**src/rtl/uart_cmd_ctrl_if.sv**
```systemverilog
// Byte-stream and command-side signal bundle for uart_cmd_ctrl.
// master = the frame controller, slave = its environment (uart_rx + crypto selector).
interface uart_cmd_ctrl_if #(
    parameter int MAX_LEN = 32
);
    localparam int LW = $clog2(MAX_LEN + 1);
    localparam int AW = (MAX_LEN > 1) ? $clog2(MAX_LEN) : 1;

    logic [7:0]    rx_data;
    logic          rx_ready;
    logic          rx_ack;
    logic          cmd_valid;
    logic          cmd_ready;
    logic [7:0]    cmd_op;
    logic [LW-1:0] cmd_len;
    logic [AW-1:0] pay_raddr;
    logic [7:0]    pay_rdata;
    logic          err_pulse;
    logic [1:0]    err_code;
    logic          busy;

    modport master (
        input  rx_data, rx_ready, cmd_ready, pay_raddr,
        output rx_ack, cmd_valid, cmd_op, cmd_len, pay_rdata, err_pulse, err_code, busy
    );

    modport slave (
        output rx_data, rx_ready, cmd_ready, pay_raddr,
        input  rx_ack, cmd_valid, cmd_op, cmd_len, pay_rdata, err_pulse, err_code, busy
    );
endinterface

```
**src/rtl/uart_cmd_ctrl.sv**
```systemverilog
// Frame parser: SYNC, opcode, length, payload, XOR checksum -> validated command
// with backpressure, random-access payload read, and error/timeout strobes.
module uart_cmd_ctrl #(
    parameter int         MAX_LEN        = 32,
    parameter int         TIMEOUT_CYCLES = 500000,
    parameter logic [7:0] SYNC_BYTE      = 8'hA5
) (
    input logic           clk,
    input logic           rst,
    uart_cmd_ctrl_if.master bus
);
    localparam int LW = $clog2(MAX_LEN + 1);
    localparam int AW = (MAX_LEN > 1) ? $clog2(MAX_LEN) : 1;
    localparam int TW = (TIMEOUT_CYCLES > 1) ? $clog2(TIMEOUT_CYCLES) : 1;

    typedef enum logic [2:0] {S_IDLE, S_OP, S_LEN, S_PAY, S_CHK, S_ISSUE} state_e;
    typedef enum logic [1:0] {ERR_NONE = 2'd0, ERR_CHK = 2'd1, ERR_LEN = 2'd2, ERR_TMO = 2'd3} err_e;

    state_e        state_q, state_d;
    err_e          err_d, err_code_q;
    logic          rx_ack_q, err_pulse_q;
    logic [7:0]    op_q, chk_q, cmd_op_q;
    logic [LW-1:0] len_q, idx_q, cmd_len_q;
    logic [TW-1:0] timer_q;
    logic [7:0]    pay_mem [MAX_LEN];

    logic take, in_frame, tmo, chk_ok, last_pay;

    // The ack guard stops a byte being taken twice while uart_rx drops rx_ready.
    assign take     = bus.rx_ready && !rx_ack_q && (state_q != S_ISSUE);
    assign in_frame = state_q inside {S_OP, S_LEN, S_PAY, S_CHK};
    assign tmo      = in_frame && !take && (timer_q == TW'(TIMEOUT_CYCLES - 1));
    assign chk_ok   = (bus.rx_data == chk_q);
    assign last_pay = (idx_q == len_q - LW'(1));

    // NOTE: sequential state uses <= so every register samples pre-edge values.
    always_ff @(posedge clk) begin
        if (rst) state_q <= S_IDLE;
        else     state_q <= state_d;
    end

    always_comb begin
        // NOTE: defaults before the case keep every path assigned, so no latch is inferred.
        state_d = state_q;
        err_d   = ERR_NONE;
        case (state_q)
            S_IDLE:  if (take && bus.rx_data == SYNC_BYTE) state_d = S_OP;
            S_OP:    if (take) state_d = S_LEN;
            S_LEN: if (take) begin
                if (bus.rx_data > 8'(MAX_LEN)) begin
                    state_d = S_IDLE;
                    err_d   = ERR_LEN;
                end else if (bus.rx_data == 8'd0) begin
                    state_d = S_CHK;
                end else begin
                    state_d = S_PAY;
                end
            end
            S_PAY:   if (take && last_pay) state_d = S_CHK;
            S_CHK: if (take) begin
                if (chk_ok) begin
                    state_d = S_ISSUE;
                end else begin
                    state_d = S_IDLE;
                    err_d   = ERR_CHK;
                end
            end
            S_ISSUE: if (bus.cmd_ready) state_d = S_IDLE;
            default: state_d = S_IDLE;
        endcase
        // A byte arriving on the expiry cycle wins: tmo already excludes take.
        if (tmo) begin
            state_d = S_IDLE;
            err_d   = ERR_TMO;
        end
    end

    always_comb begin
        bus.rx_ack    = rx_ack_q;
        bus.cmd_valid = (state_q == S_ISSUE);
        bus.busy      = (state_q != S_IDLE);
        bus.cmd_op    = cmd_op_q;
        bus.cmd_len   = cmd_len_q;
        bus.err_pulse = err_pulse_q;
        bus.err_code  = err_code_q;
        bus.pay_rdata = pay_mem[bus.pay_raddr];
    end

    always_ff @(posedge clk) begin
        if (rst) begin
            rx_ack_q    <= 1'b0;
            err_pulse_q <= 1'b0;
            err_code_q  <= ERR_NONE;
            cmd_op_q    <= '0;
            cmd_len_q   <= '0;
            op_q        <= '0;
            chk_q       <= '0;
            len_q       <= '0;
            idx_q       <= '0;
            timer_q     <= '0;
        end else begin
            rx_ack_q    <= take;
            err_pulse_q <= (err_d != ERR_NONE);
            if (err_d != ERR_NONE) err_code_q <= err_d;

            if (take || tmo || !in_frame) timer_q <= '0;
            else                          timer_q <= timer_q + TW'(1);

            if (take) begin
                case (state_q)
                    S_OP: begin
                        op_q  <= bus.rx_data;
                        chk_q <= bus.rx_data;
                    end
                    S_LEN: begin
                        chk_q <= chk_q ^ bus.rx_data;
                        len_q <= LW'(bus.rx_data);
                        idx_q <= '0;
                    end
                    S_PAY: begin
                        chk_q <= chk_q ^ bus.rx_data;
                        idx_q <= idx_q + LW'(1);
                    end
                    S_CHK: if (chk_ok) begin
                        cmd_op_q  <= op_q;
                        cmd_len_q <= len_q;
                    end
                    default: ;
                endcase
            end
        end
    end

    // NOTE: the payload RAM has no reset; its contents only matter while cmd_valid is high.
    always_ff @(posedge clk) begin
        if (take && state_q == S_PAY) pay_mem[idx_q[AW-1:0]] <= bus.rx_data;
    end
endmodule

```
**src/flat_wrapper.sv**
```systemverilog
// flat-port wrapper written by rule: the top's interface ports become plain ports
module uart_cmd_ctrl_flat 
#(
    parameter int         MAX_LEN        = 32,
    parameter int         TIMEOUT_CYCLES = 500000,
    parameter logic [7:0] SYNC_BYTE      = 8'hA5
)
  (clk, rst, bus_rx_data, bus_rx_ready, bus_cmd_ready, bus_pay_raddr, bus_rx_ack, bus_cmd_valid, bus_cmd_op, bus_cmd_len, bus_pay_rdata, bus_err_pulse, bus_err_code, bus_busy);
  uart_cmd_ctrl_if #(.MAX_LEN(MAX_LEN)) bus_i ();
  input logic clk;
  input logic rst;
  input wire logic [$bits(bus_i.rx_data)-1:0] bus_rx_data;
  input wire logic [$bits(bus_i.rx_ready)-1:0] bus_rx_ready;
  input wire logic [$bits(bus_i.cmd_ready)-1:0] bus_cmd_ready;
  input wire logic [$bits(bus_i.pay_raddr)-1:0] bus_pay_raddr;
  output wire logic [$bits(bus_i.rx_ack)-1:0] bus_rx_ack;
  output wire logic [$bits(bus_i.cmd_valid)-1:0] bus_cmd_valid;
  output wire logic [$bits(bus_i.cmd_op)-1:0] bus_cmd_op;
  output wire logic [$bits(bus_i.cmd_len)-1:0] bus_cmd_len;
  output wire logic [$bits(bus_i.pay_rdata)-1:0] bus_pay_rdata;
  output wire logic [$bits(bus_i.err_pulse)-1:0] bus_err_pulse;
  output wire logic [$bits(bus_i.err_code)-1:0] bus_err_code;
  output wire logic [$bits(bus_i.busy)-1:0] bus_busy;
  assign bus_i.rx_data = bus_rx_data;
  assign bus_i.rx_ready = bus_rx_ready;
  assign bus_i.cmd_ready = bus_cmd_ready;
  assign bus_i.pay_raddr = bus_pay_raddr;
  assign bus_rx_ack = bus_i.rx_ack;
  assign bus_cmd_valid = bus_i.cmd_valid;
  assign bus_cmd_op = bus_i.cmd_op;
  assign bus_cmd_len = bus_i.cmd_len;
  assign bus_pay_rdata = bus_i.pay_rdata;
  assign bus_err_pulse = bus_i.err_pulse;
  assign bus_err_code = bus_i.err_code;
  assign bus_busy = bus_i.busy;
  uart_cmd_ctrl #(.MAX_LEN(MAX_LEN), .TIMEOUT_CYCLES(TIMEOUT_CYCLES), .SYNC_BYTE(SYNC_BYTE)) u_core (.clk(clk), .rst(rst), .bus(bus_i));
endmodule
```
**config.mk**
```make
export PLATFORM = sky130hd
export DESIGN_NAME = uart_cmd_ctrl_flat
export DESIGN_NICKNAME = d
export VERILOG_FILES = /design/src/rtl/uart_cmd_ctrl_if.sv /design/src/rtl/uart_cmd_ctrl.sv /design/src/flat_wrapper.sv
export SDC_FILE = /design/constraint.sdc
export NUM_CORES = 1
export LEC_CHECK = 0
export ABC_AREA = 1
export BUFFER_PORTS_ARGS = -buffer_cell sky130_fd_sc_hd__buf_2
export CAP_MARGIN = 15
export CORE_MARGIN = 5
export CORE_UTILIZATION = 40
export CTS_BUF_LIST = sky130_fd_sc_hd__clkbuf_8
export CTS_CLUSTER_DIAMETER = 40
export CTS_CLUSTER_SIZE = 20
export DETAILED_ROUTE_END_ITERATION = 10
export HOLD_SLACK_MARGIN = 0.12
export PLACE_DENSITY_LB_ADDON = 0.08
export SKIP_CTS_REPAIR_TIMING = 1
export SLEW_MARGIN = 25
export SYNTH_ARGS = -nofsm -noshare
export SYNTH_HDL_FRONTEND = slang
export SYNTH_SLANG_ARGS = --single-unit
```
**constraint.sdc**
```tcl
create_clock -name clk -period 1.8 [get_ports clk]
set_input_delay 0.27 -clock clk [delete_from_list [all_inputs] [get_ports clk]]
set_output_delay 0.27 -clock clk [all_outputs]
set_load 0.005 [all_outputs]
```
==> run metrics, run 1 <==
synthesis-to-finish area growth 22.1%; clock slew at reported path FFs ~70 ps; Yosys warning total 0; Achievable Freq 462 MHz; drt first-iter violations ~600; placed cell count 1782; Clock Skew 20.2 ps; DR top layer met5; Power per Cell Area between 1000 and 1500 nW/um^2; worst slew pin tran approximately 500 ps; Vias per Instance slightly above 5; Die Y between 150 and 200 microns; crit path kind flop to output port; largest net degree at the start of global routing 38; Static Leakage 5.99 nW; slew margin rel. ~66%; GR Util All Layers approximately 19%; H-tree levels 2; outcome finished, violations left; maxcap violations 0; setup ws final -363 ps; post-synthesis net count between 1k and 1.5k; detailed-route wire length about 37000 microns; PortBufs 44; die width roughly 190 microns; Post-Layout Cell Count 1881; worst r2r src u_core.timer_q[0]; Seq/Total Area, Yosys around two thirds; CTS Buf Count between 40 and 50; via count 9712; first-pass GRT wire length between 50000 and 60000 microns; final core occ about half; Synth Flop Type edfxtp_1; DR WL met2 18000 microns; # rows 67; I/O Pins 45; hold path cells 4; commonest non-fill, non-tap cells in the layout 256 x edfxtp_1, 216 x nor2_1, 139 x nand2_1; Metal-1 WL roughly 16000 microns; flops & latches, synth around 320; vias in the first global route roughly 9.5k; failing checks setup timing; CP endpoint kind output port; nets@finish approximately 1.4k; root buffer cell clkbuf_8; gr ovfl total 0; core area roughly 34000 sq um; Syn Std Cell Area approximately 14000 sq um; Startpoint Class flop; Fill cells 3136; worst vdd ir around 0.65 mV; Req. time, crit path about 1500 ps; EDFF count, synth around 260; Final Max Tran Viols 0; Max clock buf depth 3; antenna-violating nets left 0; Worst Hold Path EP u_core.op_q[7]; Max FO, Critical Path 1; most common cell after layout, fill and taps aside edfxtp_1; routed wl met3 around 2200 microns; DRT Pass-1 Iters 5; layout cell share with drive strength beyond 1 23.9%; FF-to-FF End u_core.timer_q[18]; Async S/R FF share, synth 0%; clock sink count ~320; FF-to-FF path depth 10; setup violators final 8; Hold Startpoint bus_rx_data[7]; dpl hpwl 24800 microns; flop2flop setup slack about 110 ps; TritonCTS clock tree yes; DRC viols 0; Routability Congestion around 0.83; Syn Area/Cell 11.1 sq um; die area ~38000 sq um; wire per inst between 15 and 20 microns; WP data arrival 1890 ps; initial antenna violation count 3; post-synth cell types 45; initial core utilization about two fifths; Final Cycle Share 120%; Skew-Pair Late Insertion Delay between 500 and 600 ps; synthesized instance count roughly 1.2k; RSZ-0062 raised after global routing true; Min-Delay Path Class input port to flop; Min Clock Period, post-route roughly 2200 ps; Hold Vio Cnt, Final 0
report_power, final:
group / switching [mW] / total [mW] / internal, mW
clock: 3.14 / 6.51 / 3.37
sequential: 0.109 / 8.31 / 8.20
combinational: 1.28 / 2.06 / 0.776
worst max path at each step:
stage,end,startpoint,depth (start not counted)
floorplan,u_core.pay_mem[24][0],u_core.bus.rx_ack,7
global placement,bus_pay_rdata[1],bus_pay_raddr[0],10
detailed placement,bus_pay_rdata[1],bus_pay_raddr[0],10
CTS,bus_pay_rdata[5],u_core.pay_mem[10][5],7
global route,bus_pay_rdata[4],u_core.pay_mem[10][4],8
finish,bus_pay_rdata[5],u_core.pay_mem[10][5],7
metal layers:
| layer | GRT usage [%] | vias to the layer above |
|---|---|---|
| li1 | - | 4715 |
| met1 | 26.4 | 4686 |
| met2 | 32.4 | 245 |
| met3 | 3.58 | 62 |
| met4 | 4.77 | 4 |
| met5 | 0 | - |
critical path, cell delays in order (launching register included):
cell      delay (ps)
edfxtp_1         390
o21ai_2          140
o22ai_1           90
o211ai_1         290
nand2_1          130
nand2_1           90
nand2_2           80
buf_6            120
kinds of logic after synthesis:
family,share of synthesized area [%]
AOI/OAI and AO/OA,13.0
xor gates and xnor gates,1.16
adders and majority gates,0.554
buffers and inverters,4.25
DFF,66.7
and+or+nand+nor,14.3
area by class of cell:
| type | count | area, sq um | area share (%) |
|---|---|---|---|
| Antenna cell | 1 | 2.50 | 0.0151 |
| Clock buffer | 51 | 702 | 4.24 |
| Clock inverter | 35 | 372 | 2.24 |
| Inverter | 74 | 279 | 1.69 |
| Multi-Input combinational cell | 765 | 4090 | 24.7 |
| Sequential cell | 324 | 9060 | 54.7 |
| Tap cell | 448 | 561 | 3.39 |
| Timing Repair Buffer | 183 | 1500 | 9.05 |
Yosys cell counts, drive strengths merged (2+ instances only):
library cell,count,area share (%)
edfxtp,256,57
nor2,228,6.5
o21ai,172,6.5
nand2,149,4.3
inv,73,2.0
dfxtp,68,10
o221ai,54,3.5
nand3,47,1.9
a21oi,39,1.7
buf,32,1.3
clkbuf,31,0.86
nor3,14,0.88
o22ai,9,0.42
xor2,9,0.58
o211ai,8,0.44
ha,6,0.55
xnor2,6,0.58
a31oi,5,0.23
nand4,4,0.18
nand3b,3,0.17
nor3b,3,0.17
nor4,3,0.14
or2,2,0.092
metrics by stage:
stage | power [mW] | setup TNS, ps | hold WS, ps | instance area (sq um) | worst slack (ps)
after floorplan | 9.62 | 0 | 369 | 13600 | 67.2
after CTS | 17.0 | -3590 | 5.16 | 16300 | -521
final | 16.9 | -2470 | 140 | 16600 | -363
after global placement | 10.4 | -1910 | 433 | 15200 | -239
after global routing | 17.7 | -3480 | 151 | 16600 | -490
after detailed placement | 10.5 | -1790 | 437 | 15200 | -249
flip-flops by register name (all words and copies together) (netlist names):
register	flops
u_core.bus.cmd_op	8
u_core.op_q	8
u_core.len_q	6
u_core.idx_q	6
u_core.timer_q	19
u_core.bus.rx_ack	1
u_core.bus.err_code	2
u_core.bus.err_pulse	1
u_core.state_q	3
u_core.pay_mem	256
u_core.bus.cmd_len	6
u_core.chk_q	8
No activity file was read; power rests on OpenSTA's default activity.
==> run 2, diff against run 1 <==
--- a/config.mk
+++ b/config.mk
@@ -8,16 +8,17 @@
 export ABC_AREA = 1
 export BUFFER_PORTS_ARGS = -buffer_cell sky130_fd_sc_hd__buf_2
 export CAP_MARGIN = 15
-export CORE_MARGIN = 5
+export CORE_MARGIN = 3
 export CORE_UTILIZATION = 40
 export CTS_BUF_LIST = sky130_fd_sc_hd__clkbuf_8
 export CTS_CLUSTER_DIAMETER = 40
 export CTS_CLUSTER_SIZE = 20
 export DETAILED_ROUTE_END_ITERATION = 10
 export HOLD_SLACK_MARGIN = 0.12
-export PLACE_DENSITY_LB_ADDON = 0.08
+export PLACE_DENSITY_LB_ADDON = 0.3
 export SKIP_CTS_REPAIR_TIMING = 1
 export SLEW_MARGIN = 25
 export SYNTH_ARGS = -nofsm -noshare
 export SYNTH_HDL_FRONTEND = slang
 export SYNTH_SLANG_ARGS = --single-unit
+export TNS_END_PERCENT = 20
==> run metrics, run 2 (synthesis results as in run 1) <==
outcome finished, violations left (unchanged); failing checks setup timing (unchanged); origin of the worst setup path u_core.pay_mem[1][5] (was u_core.pay_mem[10][5]); FF-to-FF path depth 15 (was 10); Final Max Tran Viols 0 (unchanged); setup_tns -1620 ps (was -2470 ps); Min-Delay Path Class input port to flop (unchanged); Multi-input gate area 4080 sq um (was 4090 sq um); nets@finish 1369 (was 1418); I/O Pins 45 (unchanged); gr ovfl total 0 (unchanged); PortBufs 44 (unchanged); CP endpoint kind output port (unchanged); Max FO, Critical Path 1 (unchanged); Final Cycle Share 113% (was 120%); dpl hpwl 22300 microns (was 24800 microns); commonest non-fill, non-tap cells in the layout 256 x edfxtp_1, 221 x nor2_1, 134 x nand2_1 (was 256 x edfxtp_1, 216 x nor2_1, 139 x nand2_1); via count 9654 (was 9712); RSZ-0062 raised after global routing true (unchanged); worst vdd ir 0.518 mV (was 0.650 mV); flop2flop setup slack 90 ps (was 110 ps); Achievable Freq 492 MHz (was 462 MHz); first-pass GRT wire length 53100 microns (was 56900 microns); initial core utilization 41.2% (was 40.4%); maxcap violations 0 (unchanged); detailed-route wire length 34000 microns (was 37400 microns); synthesis-to-finish area growth 17.6% (was 22.1%); vias in the first global route 9559 (was 9507); Hold Vio Cnt, Final 0 (unchanged); Skew-Pair Late Insertion Delay 560 ps (was 580 ps); Routability Congestion 0.829 (was 0.831); Max clock buf depth 3 (unchanged); clock slew at reported path FFs 80 ps (was 70 ps); GR Util All Layers 18.8% (was 19.4%); n_diodes 0 (was 1); DRC viols 0 (unchanged); Power per Cell Area 1000 nW/um^2 (was 1020 nW/um^2); antenna-violating nets left 0 (unchanged); Vias per Instance 5.31 (was 5.16); hold path cells 5 (was 4); setup violators final 8 (unchanged); FF-to-FF End u_core.state_q[0] (was u_core.timer_q[18]); worst r2r src u_core.len_q[1] (was u_core.timer_q[0]); number of flip-flops in the largest register 256 (unchanged); die area 36100 sq um (was 37700 sq um); WP data arrival 1760 ps (was 1890 ps); Power Total 16.0 mW (was 16.9 mW); placed cell count 1746 (was 1782); Startpoint Class flop (unchanged); initial antenna violation count 4 (was 3); largest net degree at the start of global routing 63 (was 38); TritonCTS clock tree yes (unchanged); worst slew pin tran 454 ps (was 501 ps); most common cell after layout, fill and taps aside edfxtp_1 (unchanged); setup ws final -234 ps (was -363 ps); DRT Pass-1 Iters 7 (was 5); Worst Setup EP bus_pay_rdata[5] (unchanged); Static Leakage 5.64 nW (was 5.99 nW); H-tree levels 2 (unchanged); crit path kind flop to output port (unchanged); drt first-iter violations 991 (was 584); root buffer cell clkbuf_8 (unchanged); Clock Skew 28.6 ps (was 20.2 ps); Fill cells 2950 (was 3136); CTS Buf Count 39 (was 47); Post-Layout Cell Count 1819 (was 1881); final core occ 48.4% (was 49.4%); layout cell share with drive strength beyond 1 21.5% (was 23.9%); slew margin rel. 69.7% (was 66.3%); register area 9050 sq um (was 9060 sq um); Die Y 190 microns (was 194 microns); clock sink count 324 (unchanged); wire per inst 18.7 microns (was 19.9 microns); die width 190 microns (was 194 microns); core area 32900 sq um (was 33500 sq um); Req. time, crit path 1530 ps (about the same); Min Clock Period, post-route 2030 ps (was 2160 ps); # rows 66 (was 67)
run 2: how the worst min path moves through the flow:
stage	start	end
final	bus_rx_ready	u_core.len_q[5]
after global routing	bus_rx_ready	u_core.len_q[5]
after CTS	rst	u_core.chk_q[1]
after detailed placement	u_core.bus.cmd_op[5]	u_core.bus.cmd_op[5]
after global placement	u_core.timer_q[0]	u_core.timer_q[0]
after floorplan	bus_rx_data[0]	u_core.pay_mem[0][0]
run 2: routing by layer:
layer | global-route usage [%] | vias to the layer above | wire (microns)
li1 | - | 4615 | -
met1 | 26.2 | 4636 | 15100
met2 | 29.8 | 324 | 15600
met3 | 3.70 | 71 | 2500
met4 | 5.87 | 8 | 814
met5 | 0 | - | 68
run 2: report_power, final:
part           internal [mW]  leakage (nW)  total, mW  switching [mW]
clock network           2.71         0.441       5.74            3.03
logic                  0.674          2.35       1.90            1.23
registers               8.19          2.85       8.32           0.125
run 2: stage by stage:
step	area (sq um)	hold slack, ps	setup slack, ps
2_1_floorplan	13600	369	67.2
4_1_cts	15800	-5.34	-324
5_1_grt	15900	121	-345
3_3_place_gp	14900	434	-159
3_5_place_dp	14900	439	-162
6_report	15900	114	-234
run 2: final cells by class:
cell class / instances / share of cell area, %
tap: 442 / 3.47
clock buffer: 40 / 3.45
timing repair buffer: 142 / 6.89
clock inverter: 32 / 2.07
sequential: 324 / 56.8
inverter: 74 / 1.75
multi-input combinational: 765 / 25.6
run 2: critical path, stage by stage, from the launching register on:
cell and delay, ps:
edfxtp_1 370, o21ai_0 160, o221ai_1 140, nand3_1 170, nand2_1 110, nand2_1 70, nand2_1 60, buf_2 120
